### config.mk
export PLATFORM = sky130hd
export DESIGN_NAME = mmio_uart_tx
export DESIGN_NICKNAME = d
export VERILOG_FILES = /design/src/rtl/mmio_uart_tx.sv
export SDC_FILE = /design/constraint.sdc
export NUM_CORES = 1
export LEC_CHECK = 0
export ABC_AREA = 0
export CELL_PAD_IN_SITES_DETAIL_PLACEMENT = 0
export CELL_PAD_IN_SITES_GLOBAL_PLACEMENT = 1
export CORE_MARGIN = 1
export CORE_UTILIZATION = 40
export CTS_CLUSTER_DIAMETER = 100
export DETAILED_ROUTE_END_ITERATION = 8
export GPL_TIMING_DRIVEN = 0
export PLACE_DENSITY = 0.8
export REMOVE_ABC_BUFFERS = 1
export SYNTH_ARGS = -nofsm -noshare
export SYNTH_HDL_FRONTEND = slang
export SYNTH_SLANG_ARGS = --single-unit
### constraint.sdc
create_clock -name CLOCK_50 -period 2.8 [get_ports CLOCK_50]
set_input_delay 0.56 -clock CLOCK_50 [delete_from_list [all_inputs] [get_ports CLOCK_50]]
set_output_delay 0.56 -clock CLOCK_50 [all_outputs]
set_load 0.005 [all_outputs]
### src/rtl/mmio_uart_tx.sv
// Memory-mapped 8N1 UART transmitter: dmem stores feed a TX FIFO that is shifted out LSB first.
// Four registers (TXDATA, STATUS, BAUDDIV, CTRL) sit at BASE_ADDR..BASE_ADDR+3.
module mmio_uart_tx #(
    parameter logic [11:0] BASE_ADDR   = 12'hFF0,
    parameter int          FIFO_DEPTH  = 8,
    parameter logic [15:0] DEFAULT_DIV = 16'd434
) (
    input  logic        CLOCK_50,
    input  logic        reset,
    input  logic [11:0] address_dmem,
    input  logic [31:0] data,
    input  logic        wren,
    output logic [31:0] q_mmio,
    output logic        hit,
    output logic        tx,
    output logic        tx_active
);

    localparam int AW = $clog2(FIFO_DEPTH);
    localparam int CW = AW + 1;
    localparam logic [AW-1:0] PTR_ONE = 1;
    localparam logic [CW-1:0] CNT_ONE = 1;
    localparam logic [CW-1:0] CNT_FULL = CW'(FIFO_DEPTH);

    typedef enum logic [1:0] {
        S_IDLE,
        S_START,
        S_DATA,
        S_STOP
    } state_t;

    state_t        r_state;
    state_t        w_state_nx;
    logic [7:0]    r_mem [FIFO_DEPTH];
    logic [AW-1:0] r_wr_ptr;
    logic [AW-1:0] r_rd_ptr;
    logic [CW-1:0] r_count;
    logic          r_overrun;
    logic [15:0]   r_div;
    logic          r_enable;
    logic [15:0]   r_div_active;
    logic [15:0]   r_cnt;
    logic [2:0]    r_bit;
    logic [7:0]    r_shift;

    logic [15:0]   w_div_active_nx;
    logic [15:0]   w_cnt_nx;
    logic [2:0]    w_bit_nx;
    logic [7:0]    w_shift_nx;
    logic          w_pop;
    logic          w_can_pop;

    logic          w_hit;
    logic [1:0]    w_off;
    logic          w_wr;
    logic          w_push_req;
    logic          w_push_ok;
    logic          w_flush;
    logic          w_ovr_clr;
    logic          w_full;
    logic          w_empty;
    logic [15:0]   w_div_wdata;
    logic [4:0]    w_count5;
    logic [7:0]    w_head;
    logic          w_unused_data;

    assign w_hit         = (address_dmem[11:2] == BASE_ADDR[11:2]);
    assign w_off         = address_dmem[1:0];
    assign w_wr          = wren & w_hit;
    assign w_push_req    = w_wr && (w_off == 2'd0);
    assign w_ovr_clr     = w_wr && (w_off == 2'd1) && data[3];
    assign w_flush       = w_wr && (w_off == 2'd3) && data[1];
    assign w_full        = (r_count == CNT_FULL);
    assign w_empty       = (r_count == '0);
    assign w_push_ok     = w_push_req && (!w_full || w_pop);
    assign w_div_wdata   = (data[15:0] < 16'd2) ? 16'd2 : data[15:0];
    assign w_count5      = 5'(r_count);
    assign w_head        = r_mem[r_rd_ptr];
    assign w_can_pop     = r_enable && !w_empty;
    assign w_unused_data = ^data[31:16];

    assign hit       = w_hit;
    assign tx_active = (r_state != S_IDLE);

    always_comb begin
        q_mmio = 32'd0;
        if (w_hit) begin
            case (w_off)
                2'd1:    q_mmio = {19'd0, w_count5, 4'd0, r_overrun, tx_active, w_empty, w_full};
                2'd2:    q_mmio = {16'd0, r_div};
                2'd3:    q_mmio = {31'd0, r_enable};
                default: q_mmio = 32'd0;
            endcase
        end
    end

    // Flush wins over everything; the in-flight frame lives in r_shift and is unaffected.
    always_ff @(posedge CLOCK_50 or negedge reset) begin
        if (!reset) begin
            r_wr_ptr  <= '0;
            r_rd_ptr  <= '0;
            r_count   <= '0;
            r_overrun <= 1'b0;
        end else begin
            if (w_flush) begin
                r_wr_ptr <= '0;
                r_rd_ptr <= '0;
                r_count  <= '0;
            end else begin
                if (w_push_ok) r_wr_ptr <= r_wr_ptr + PTR_ONE;
                if (w_pop)     r_rd_ptr <= r_rd_ptr + PTR_ONE;
                case ({w_push_ok, w_pop})
                    2'b10:   r_count <= r_count + CNT_ONE;
                    2'b01:   r_count <= r_count - CNT_ONE;
                    default: r_count <= r_count;
                endcase
            end
            if (w_push_req && w_full && !w_pop) r_overrun <= 1'b1;
            else if (w_ovr_clr)                 r_overrun <= 1'b0;
        end
    end

    always_ff @(posedge CLOCK_50) begin
        if (w_push_ok && !w_flush) r_mem[r_wr_ptr] <= data[7:0];
    end

    always_ff @(posedge CLOCK_50 or negedge reset) begin
        if (!reset) begin
            r_div    <= DEFAULT_DIV;
            r_enable <= 1'b1;
        end else begin
            if (w_wr && (w_off == 2'd2)) r_div    <= w_div_wdata;
            if (w_wr && (w_off == 2'd3)) r_enable <= data[0];
        end
    end

    always_ff @(posedge CLOCK_50 or negedge reset) begin
        if (!reset) begin
            r_state      <= S_IDLE;
            r_div_active <= DEFAULT_DIV;
            r_cnt        <= 16'd0;
            r_bit        <= 3'd0;
            r_shift      <= 8'd0;
        end else begin
            r_state      <= w_state_nx;
            r_div_active <= w_div_active_nx;
            r_cnt        <= w_cnt_nx;
            r_bit        <= w_bit_nx;
            r_shift      <= w_shift_nx;
        end
    end

    // Each bit lasts div_active cycles: the counter runs div_active-1 down to 0.
    always_comb begin
        w_state_nx      = r_state;
        w_div_active_nx = r_div_active;
        w_cnt_nx        = r_cnt;
        w_bit_nx        = r_bit;
        w_shift_nx      = r_shift;
        w_pop           = 1'b0;
        tx              = 1'b1;
        case (r_state)
            S_IDLE: begin
                tx = 1'b1;
                if (w_can_pop) begin
                    w_pop           = 1'b1;
                    w_shift_nx      = w_head;
                    w_div_active_nx = r_div;
                    w_cnt_nx        = r_div - 16'd1;
                    w_state_nx      = S_START;
                end
            end
            S_START: begin
                tx = 1'b0;
                if (r_cnt == 16'd0) begin
                    w_cnt_nx   = r_div_active - 16'd1;
                    w_bit_nx   = 3'd0;
                    w_state_nx = S_DATA;
                end else begin
                    w_cnt_nx = r_cnt - 16'd1;
                end
            end
            S_DATA: begin
                tx = r_shift[0];
                if (r_cnt == 16'd0) begin
                    w_cnt_nx   = r_div_active - 16'd1;
                    w_shift_nx = {1'b0, r_shift[7:1]};
                    w_bit_nx   = r_bit + 3'd1;
                    if (r_bit == 3'd7) w_state_nx = S_STOP;
                end else begin
                    w_cnt_nx = r_cnt - 16'd1;
                end
            end
            S_STOP: begin
                tx = 1'b1;
                if (r_cnt == 16'd0) begin
                    if (w_can_pop) begin
                        w_pop           = 1'b1;
                        w_shift_nx      = w_head;
                        w_div_active_nx = r_div;
                        w_cnt_nx        = r_div - 16'd1;
                        w_state_nx      = S_START;
                    end else begin
                        w_state_nx = S_IDLE;
                    end
                end else begin
                    w_cnt_nx = r_cnt - 16'd1;
                end
            end
            default: begin
                tx         = 1'b1;
                w_state_nx = S_IDLE;
            end
        endcase
    end

endmodule

**Yosys cells after proc, flatten, opt, wreduce, memory -nomap -nowiden**

Memory sizes are Yosys's and may differ from the RTL's.
Index checks and enable logic that the tools add are counted.

- Bits in registers: 73
- RAM bits: 64
- Output and inout port bits: 35
- Logic and storage cells: 110
- Memories: 1

- Add/subtract/negate cells: 8
- $lt $le $gt $ge: 1
- Equality and inequality tests: 16
- Multiplexer cells: 38
- Bitwise gates (word level): 1
- Reduce and logical (&&, ||, !) cells: 34

Memories:

| name | depth | bits a word | rd ports | clocked after memory_dff | wr ports | line | source |
|---|---|---|---|---|---|---|---|
| r_mem | 8 | 8 | 1 | 0 | 1 | 34 | `logic [7:0] r_mem [FIFO_DEPTH];` |

Operators with widths:

| cell | count |
|---|---|
| $mux W16 | 6 |
| $pmux W16 S3 | 2 |
| $sub A16 B1 Y16 const B | 3 |
| $mux W32 | 1 |
| $pmux W16 S2 | 1 |
| $mux W8 | 3 |
| $pmux W8 S3 | 1 |
| $mux W3 | 6 |
| $logic_not A16 Y1 | 1 |
| $lt A16 B2 Y1 const B | 1 |
| $reduce_bool A2 Y1 | 6 |
| $logic_and A1 B1 Y1 | 11 |
| $eq A10 B10 Y1 const B | 1 |
| $eq A2 B2 Y1 const B | 5 |
| $mux W2 | 5 |
| $ne A2 B2 Y1 const B | 5 |
| $add A3 B1 Y3 const B | 3 |
| $pmux W2 S4 | 1 |
| $pmux W4 S2 | 1 |
| $mux W1 | 7 |
| $eq A2 B1 Y1 const B | 3 |
| $pmux W3 S2 | 1 |
| $reduce_and A3 Y1 | 2 |
| $reduce_bool A3 Y1 | 2 |
| other kinds (15) | 20 |

**Depth between registers and ports, before layout**

- Depth after elaboration: 11
- Mapped depth: 12
- Mapped depth without buffers: 12

**Worst setup path after synthesis**

OpenSTA, ideal clock, no wires.

- Kind: register to register
- Start point: reg r_cnt[0]
- End point: mem r_mem[1][0], enable pin
- Arrival: 2634 ps
- Required time: 2417 ps
- Slack: -217 ps
- Stages on the path, launching flop included: 9
- Buffers on the path: 1
- Clock period less this slack: 3017 ps
- Cell sequence: dfrtp_1 > inv_1 > ha_1 > or4b_1 > nor4_4 > o21a_1 > buf_4 > o211ai_1 > nor3_1

- Longest elaborated chain between the ends: 8

Ends and longest elaborated chain:

| element | line | source |
|---|---|---|
| start, declared | 42 | `logic [15:0] r_cnt;` |
| start signal, assigned | 147 | `r_cnt <= w_cnt_nx;` |
| $logic_not A16 Y1 | 196 | `if (r_cnt == 16'd0) begin` |
| $mux W1 | 196 |  |
| $pmux W1 S2 | 162 | `case (r_state)` |
| $logic_or A1 B1 Y1 | 75 | `assign w_push_ok = w_push_req && (!w_full \|\| w_pop);` |
| $logic_and A1 B1 Y1 | 75 |  |
| $logic_and A1 B1 Y1 | 124 | `if (w_push_ok && !w_flush) r_mem[r_wr_ptr] <= data[7:0];` |
| $mux W1 | 124 |  |
| $mux W1 (not written as such) | 124 |  |
| end, declared | 34 |  |

No other way between the ends.

**Worst setup path in the final report**

- Start point: in wren
- End point: reg r_count[3]

- Longest elaborated chain between the ends: 6

Ends and longest elaborated chain:

| element | line | source |
|---|---|---|
| start, declared | 12 | `input logic wren,` |
| $and A1 B1 Y1 * | 69 | `assign w_wr = wren & w_hit;` |
| $logic_and A1 B1 Y1 | 70 | `assign w_push_req = w_wr && (w_off == 2'd0);` |
| $logic_and A1 B1 Y1 | 75 |  |
| $eq A2 B1 Y1 / $eq A2 B2 Y1 (equally long branches) | 112 | `case ({w_push_ok, w_pop})` |
| $pmux W4 S2 | 112 |  |
| $mux W4 | 105 | `if (w_flush) begin` |
| end signal, assigned | 113 | `2'b10: r_count <= r_count + CNT_ONE;` |
| end signal, assigned | 114 | `2'b01: r_count <= r_count - CNT_ONE;` |
| end signal, assigned | 115 | `default: r_count <= r_count;` |
| end, declared | 37 | `logic [CW-1:0] r_count;` |

Mark *: on every way between the ends. The rest lies on a longest branch, timed or not.
A chain may end at the register's enable or synchronous reset.

==> impl_results.md <==
- CTS H-tree lvls: 4
- Clk pin slew, worst setup/hold paths: 60 ps
- Clk_lat worst skew: roughly 420 ps
- DIE AREA: roughly 0.019 sq mm
- DR vias/cell: between 5 and 6
- Fin crit period: 2830 ps
- Final Hold Vio Count: 0
- # port buffers: 49
- Ranking of synthesized cells by area: edfxtp_1 (26%), dfrtp_1 (21%), mux4_2 (4.8%), dfstp_2 (3.9%), mux2_2 (3.5%)
- Synth Warn #: 0
- Static Leak: 3.71 nW
- Num CTS Buffers: 17
- Metal2 WL: 9380 um
- # nets final: 797
- Crit Path Category: in2reg
- Height of the die: about 140 um
- Synth cell count leaders: edfxtp_1 (64), dfrtp_1 (62), nor2_1 (56), nand2_1 (55), a21oi_1 (34)
- Wire per inst: 20.0 um
- Peak Freq: between 300 and 400 MHz
- Post-synth EDFFs: between 60 and 70
- Final WL: 19600 um
- CP Data Arrival Time: 3090 ps
- Maximum vdd drop: 0.513 mV
- Largest net degree at the start of global routing: just under 60
- Ports: 82
- Synth Register Bits: 137
- ANT nets after route: 0
- Status: finished with violations
- Clk buf depth: 2
- Fin util: 0.505
- TNS Setup: -29.1 ps
- Worst min path class: in2async
- Initial Util: 0.413
- Top-count cell post-synth: edfxtp_1
- Area of the multi-input gates: 0.00368 sq mm
- Slowest CP cell: clkdlybuf4s50_1
- Slew Limit Fails: 0
- Share of layout cells above drive strength 1: 0.218
- CP peak stage delay: ~520 ps
- Peak fanout along the critical path: 4
- Synth Area per Inst: 11.1 sq um
- CTS Hold Bufs: 0
- Area share of the leading cell type in the synthesized netlist: 0.256
- CTS tree: done
- Max Cap Violations: 0
- Met1 wire length: 8400 um
- Storage element area: 0.00376 sq mm
- Dpl hpwl: 13300 um
- Grt total ovfl: 0
- Sequential fraction of the synthesis area: 0.502
- Top Metal Used: met4
- Async SR Flop Fraction: 0.533
- 1st-iter DRT viols: 428
- Worst reg-to-reg path cell count: 10
- RSZ-0062 raised after global routing: true
- Failing checks: DRC, setup timing
- Synth Flop Type: edfxtp_1
- CTS Root Buffer Type: clkbuf_16
- R2R Setup Slk: 10 ps
- Worst EP required: 3060 ps
- Met3 wire length: around 1400 um
- Post-Layout Cell Count: roughly 980
- Via count: roughly 5700
- N_diodes: 0
- Clock Skew: 11.8 ps
- Die width: 139 um
- FILL cells: between 1500 and 2000
- Placed Instances: 917
- Worst Setup Slack, final: -29.1 ps
- Crit share post-route: 1.01
- Critical Path End Type: flip-flop
- Slew Limit Headroom: 0.255
- Post-Synthesis Cell Area: 0.00750 sq mm
- Final setup viols: 1
- Initial antenna violation count: 0
- Yosys cell types: 76
- Gate Count Post-Synth: 673
- Final Wtd Congestion: ~0.89
- Area delta synth->final: 22.2%
- Crit-path cells: clkdlybuf4s50_1, or3b_4, or4_4, o211ai_4, inv_1, ha_1, a31oi_1, nor3_2, mux2i_1, nor3_1
- Reg2reg start: r_cnt[1]
- Pwr/cell area: 767 mW/mm^2
- Core Footprint: 0.0181 sq mm
- Startpoint Class: primary input
- Drt first pass iters: 9
- CTS sink count: ~140
- Synth area leader: edfxtp_1
- GRT Total Usage: 0.212
- RR Endpoint: r_mem[0][6]
- Rows: 49
- DRC Markers: 4
- Worst hold slack: ~12 ps
- Measured slew at the worst slew-check pin: 1120 ps
- First-pass GRT wire length: 31600 um
- Number of global-route vias before repair: 5682
## power breakdown
| part | switching (W) | internal [W] | leakage (nW) |
|---|---|---|---|
| Combinational | 0.00132 | 0.000932 | 1.92 |
| Clock | 0.000950 | 0.00128 | 0.290 |
| Sequential | 0.000240 | 0.00229 | 1.50 |
## worst max-delay path by stage
| stage | start | to | slack [ps] |
|---|---|---|---|
| final | wren | r_count[3] | -30 |
| after global routing | wren | r_count[3] | -130 |
| after detailed placement | r_cnt[0] | r_mem[1][6] | -1560 |
| after floorplan | r_cnt[0] | r_mem[1][0] | -470 |
| after global placement | r_cnt[0] | r_mem[1][7] | -1550 |
| after CTS | address_dmem[1] | r_count[3] | -150 |
## state kept, by name, indices dropped and copies added, names as in the netlist
register / count
r_div: 16
r_enable: 1
r_rd_ptr: 3
r_mem: 64
r_overrun: 1
r_bit: 3
r_div_active: 16
r_shift: 8
r_cnt: 16
r_state: 2
r_count: 4
r_wr_ptr: 3
## cell usage in the layout, fill, tap and decap left out, drive strengths merged, types with 4 or more instances in the layout
| cell type | n |
|---|---|
| edfxtp | 64 |
| dfrtp | 62 |
| nor2 | 57 |
| nand2 | 55 |
| o21ai | 44 |
| a21oi | 34 |
| buf | 31 |
| mux2 | 29 |
| clkdlybuf4s50 | 27 |
| inv | 27 |
| nor3 | 21 |
| clkbuf | 20 |
| xnor2 | 19 |
| xor2 | 19 |
| nor4 | 17 |
| mux4 | 16 |
| conb | 16 |
| dlygate4sd2 | 16 |
| ha | 15 |
| mux2i | 13 |
| a22oi | 13 |
| dfstp | 11 |
| nand3 | 9 |
| and3 | 8 |
| or4 | 8 |
| o211ai | 7 |
| a31oi | 6 |
| nand2b | 6 |
| or3 | 6 |
| nand4 | 5 |
| o22ai | 4 |
| nand3b | 4 |
| a211oi | 4 |
| clkinv | 4 |
## per-layer routing
| metal | vias to the layer above | track usage |
|---|---|---|
| li1 | 2622 | - |
| met1 | 2837 | 0.291 |
| met2 | 250 | 0.336 |
| met3 | 33 | 0.0363 |
| met4 | 0 | 0.0819 |
| met5 | - | 0 |
## timing repair
action	CTS	global route
buffers inserted	25	3
pin swaps	12	8
resized for setup	65	18
endpoints found under the setup margin	143	82
hold endpoints to repair	0	0
## cell type report
cell class	instances	area share
clock buffers	18	0.0479
inverters	19	0.00833
flip-flops and latches	137	0.411
multi-input cells	480	0.401
repair buffers	80	0.0843
clock inverters	14	0.0163
well taps	229	0.0313
## metrics by stage
stage,power [W],cell area (sq um),worst slack (ps)
floorplan,0.00391,7270,-473
global placement,0.00444,8050,-1550
detailed placement,0.00452,8100,-1560
CTS,0.00696,9090,-148
global route,0.00737,9160,-130
finish,0.00702,9160,-29.1
## worst max-delay path: cells and delay by family
| kind | cells | cell delay (ps) |
|---|---|---|
| multiplexers | 1 | 220 |
| AO/OA/AOI/OAI | 2 | 240 |
| buffers and inverters | 2 | 600 |
| AND/OR/NAND/NOR | 4 | 1120 |
| adder cells (fa/ha/maj) | 1 | 350 |
## kinds of logic (layout without fill, tap and decap cells)
family | count (synthesis) | in the layout | share of synthesized area
AND/OR/NAND/NOR | 213 | 213 | 0.150
multiplexers | 58 | 58 | 0.109
adder cells (fa/ha/maj) | 15 | 15 | 0.0250
buffers and inverters | 71 | 131 | 0.0472
flip-flops | 137 | 137 | 0.502
other | 1 | 16 | 0.000500
AO/OA/AOI/OAI | 140 | 140 | 0.122
XOR/XNOR | 38 | 38 | 0.0444
No activity file was read; power rests on OpenSTA's default activity.
==> patch: new RTL, same flow settings <==
Re-encode `state_t` (4 states) as one-hot, 4 bits wide.
--- a/src/rtl/mmio_uart_tx.sv
+++ b/src/rtl/mmio_uart_tx.sv
@@ -23,9 +23,9 @@
     localparam logic [CW-1:0] CNT_FULL = CW'(FIFO_DEPTH);
 
-    typedef enum logic [1:0] {
-        S_IDLE,
-        S_START,
-        S_DATA,
-        S_STOP
+    typedef enum logic [3:0] {
+        S_IDLE  = 4'b0001,
+        S_START = 4'b0010,
+        S_DATA  = 4'b0100,
+        S_STOP  = 4'b1000
     } state_t;
 
Function: no difference found for any inputs over 4 cycles, from zero or initial values and one cycle with reset low; so few cycles prove little.
==> patch against the original RTL <==
- the flow finishes with violations (setup timing)
- critical path depth grew 1
- routed wire length down 9.1%
- synthesized area fell by 2.3%
- synthesized cell count down 6.7%
- die area decreased by 2.3%
- first-iteration DRC count increased by 6.8%
- worst setup slack got worse by 27 ps
- design area is 3.3% lower
- register-to-register slack got worse by 70 ps
- fmax down 0.96%
- sequential cell count increased by 2
- critical path type is now reg -> reg
Power is not compared: it rests on default switching activity, and its combinational part moved more than twofold at a synthesized area within 25%.
==> patch: results (changes against the original RTL) <==
Outcome
  – Status: complete, but fails checks
  – Failing checks: setup timing

Placement
  – Gp weighted congestion: 0.894 (+0.26%)
  – Placed Area: 7920 µm² (-2.2%)
  – Worst slack, placed: -1150 ps (+408 ps)
  – HPWL Detailed: 12.1 mm (-8.4%)
  – Cell count after placement: 875 (-4.6%)

Global routing
  – Vias in the first global route: 5072 (-11%)
  – Pin count of the biggest net entering global routing: 50 (-15%)
  – M2 GR Usage: 32.7% (-0.91 points)
  – Met1 Usage GRT: 26.2% (-3.0 points)
  – M3 GR Usage: 3.79% (+0.16 points)
  – Total track usage: 19.7% (-1.5 points)

Critical path
  – CP peak stage delay: 590 ps (+70 ps)
  – Crit path max fanout: 7 (+3)
  – Arrival time at the worst endpoint: 3170 ps (+80 ps)

STA
  – Setup TNS: -56.4 ps (-27.3 ps)
  – Slew HR: 27.9% (+2.4 points)
  – Setup ws final: -56.4 ps (-27.3 ps)
  – Final setup vio count: 1 (unchanged)
  – Worst clock skew: 9.64 ps (-2.14 ps)

Finish
  – Multi-input combinational area share: 39.2% (-0.88 points)
  – Clock-cell share: 5.96% (-0.46 points)
  – Share of post-route cells with drive strength above 1: 26.9% (+5.1 points)
  – Nonclk buf count: 72 (-10%)
  – Non-CTS inverters: 16 (-3)
  – Fillers: 1563 (-2.7%)
  – Fin nets: 743 (-6.8%)
  – Area occupied by multi-input gates: 3480 µm² (-5.4%)
  – NonClk Buf Share: 7.72% (-0.71 points)
  – Clock buffers: 19 (+1)

Logic synthesis
  – Post-Synthesis Cells: 628 (-6.7%)
  – Synth cell count leaders: edfxtp_1 (64), dfrtp_1 (63), nor2_1 (55)
  – Seq cells post-synth: 139 (+1.5%)
  – Synth cell types: 84 (+11%)
  – Async S/R FF share, synth: 54.0% (+0.67 points)
  – Synth top area cells: edfxtp_1 (26%), dfrtp_1 (22%), mux4_2 (4.9%)

Clocking
  – Post-CTS Setup Bufs: 12 (-52%)
  – # resized after CTS: 79 (+22%)

Drt
  – Met3 Routed Length: 758 µm (-44%)
  – DR iter-0 viols: 457 (+6.8%)
  – Via/cell ratio: 5.71 (-2.8%)
  – Routed length per placed instance: 19.2 µm (-4.2%)
  – TritonRoute pass-1 iters: 5 (-4)
  – Metal2 WL: 8.84 mm (-5.8%)

Die
  – Total die area: 18800 µm² (-2.3%)
==> patch: final timing paths <==
path / slack, ps / cells past startpoint / start / to
min reg2reg: 510 / 1 / r_bit[1] / r_bit[1]
max: -60 / 11 / r_state[1] / r_count[3]
min in group CLOCK_50: 510 / 1 / r_bit[1] / r_bit[1]
max reg2reg: -60 / 11 / r_state[1] / r_count[3]
max in group asynchronous: 2110 / 2 / reset / r_div_active[1]
min: 60 / 1 / reset / r_cnt[10]
==> patch: kinds of logic (layout without fill, tap and decap cells) <==
| kind of cell | count (synthesis) | after routing | share of synthesized area [%] |
|---|---|---|---|
| and+or+nand+nor | 201 | 201 | 14.8 |
| DFF | 139 | 139 | 52.1 |
| AOI/OAI and AO/OA | 116 | 116 | 10.7 |
| muxes | 64 | 64 | 12.1 |
| buffers and inverters | 64 | 119 | 4.66 |
| xor gates and xnor gates | 33 | 33 | 3.95 |
| adders and majority gates | 10 | 10 | 1.71 |
| other | 1 | 16 | 0.0512 |
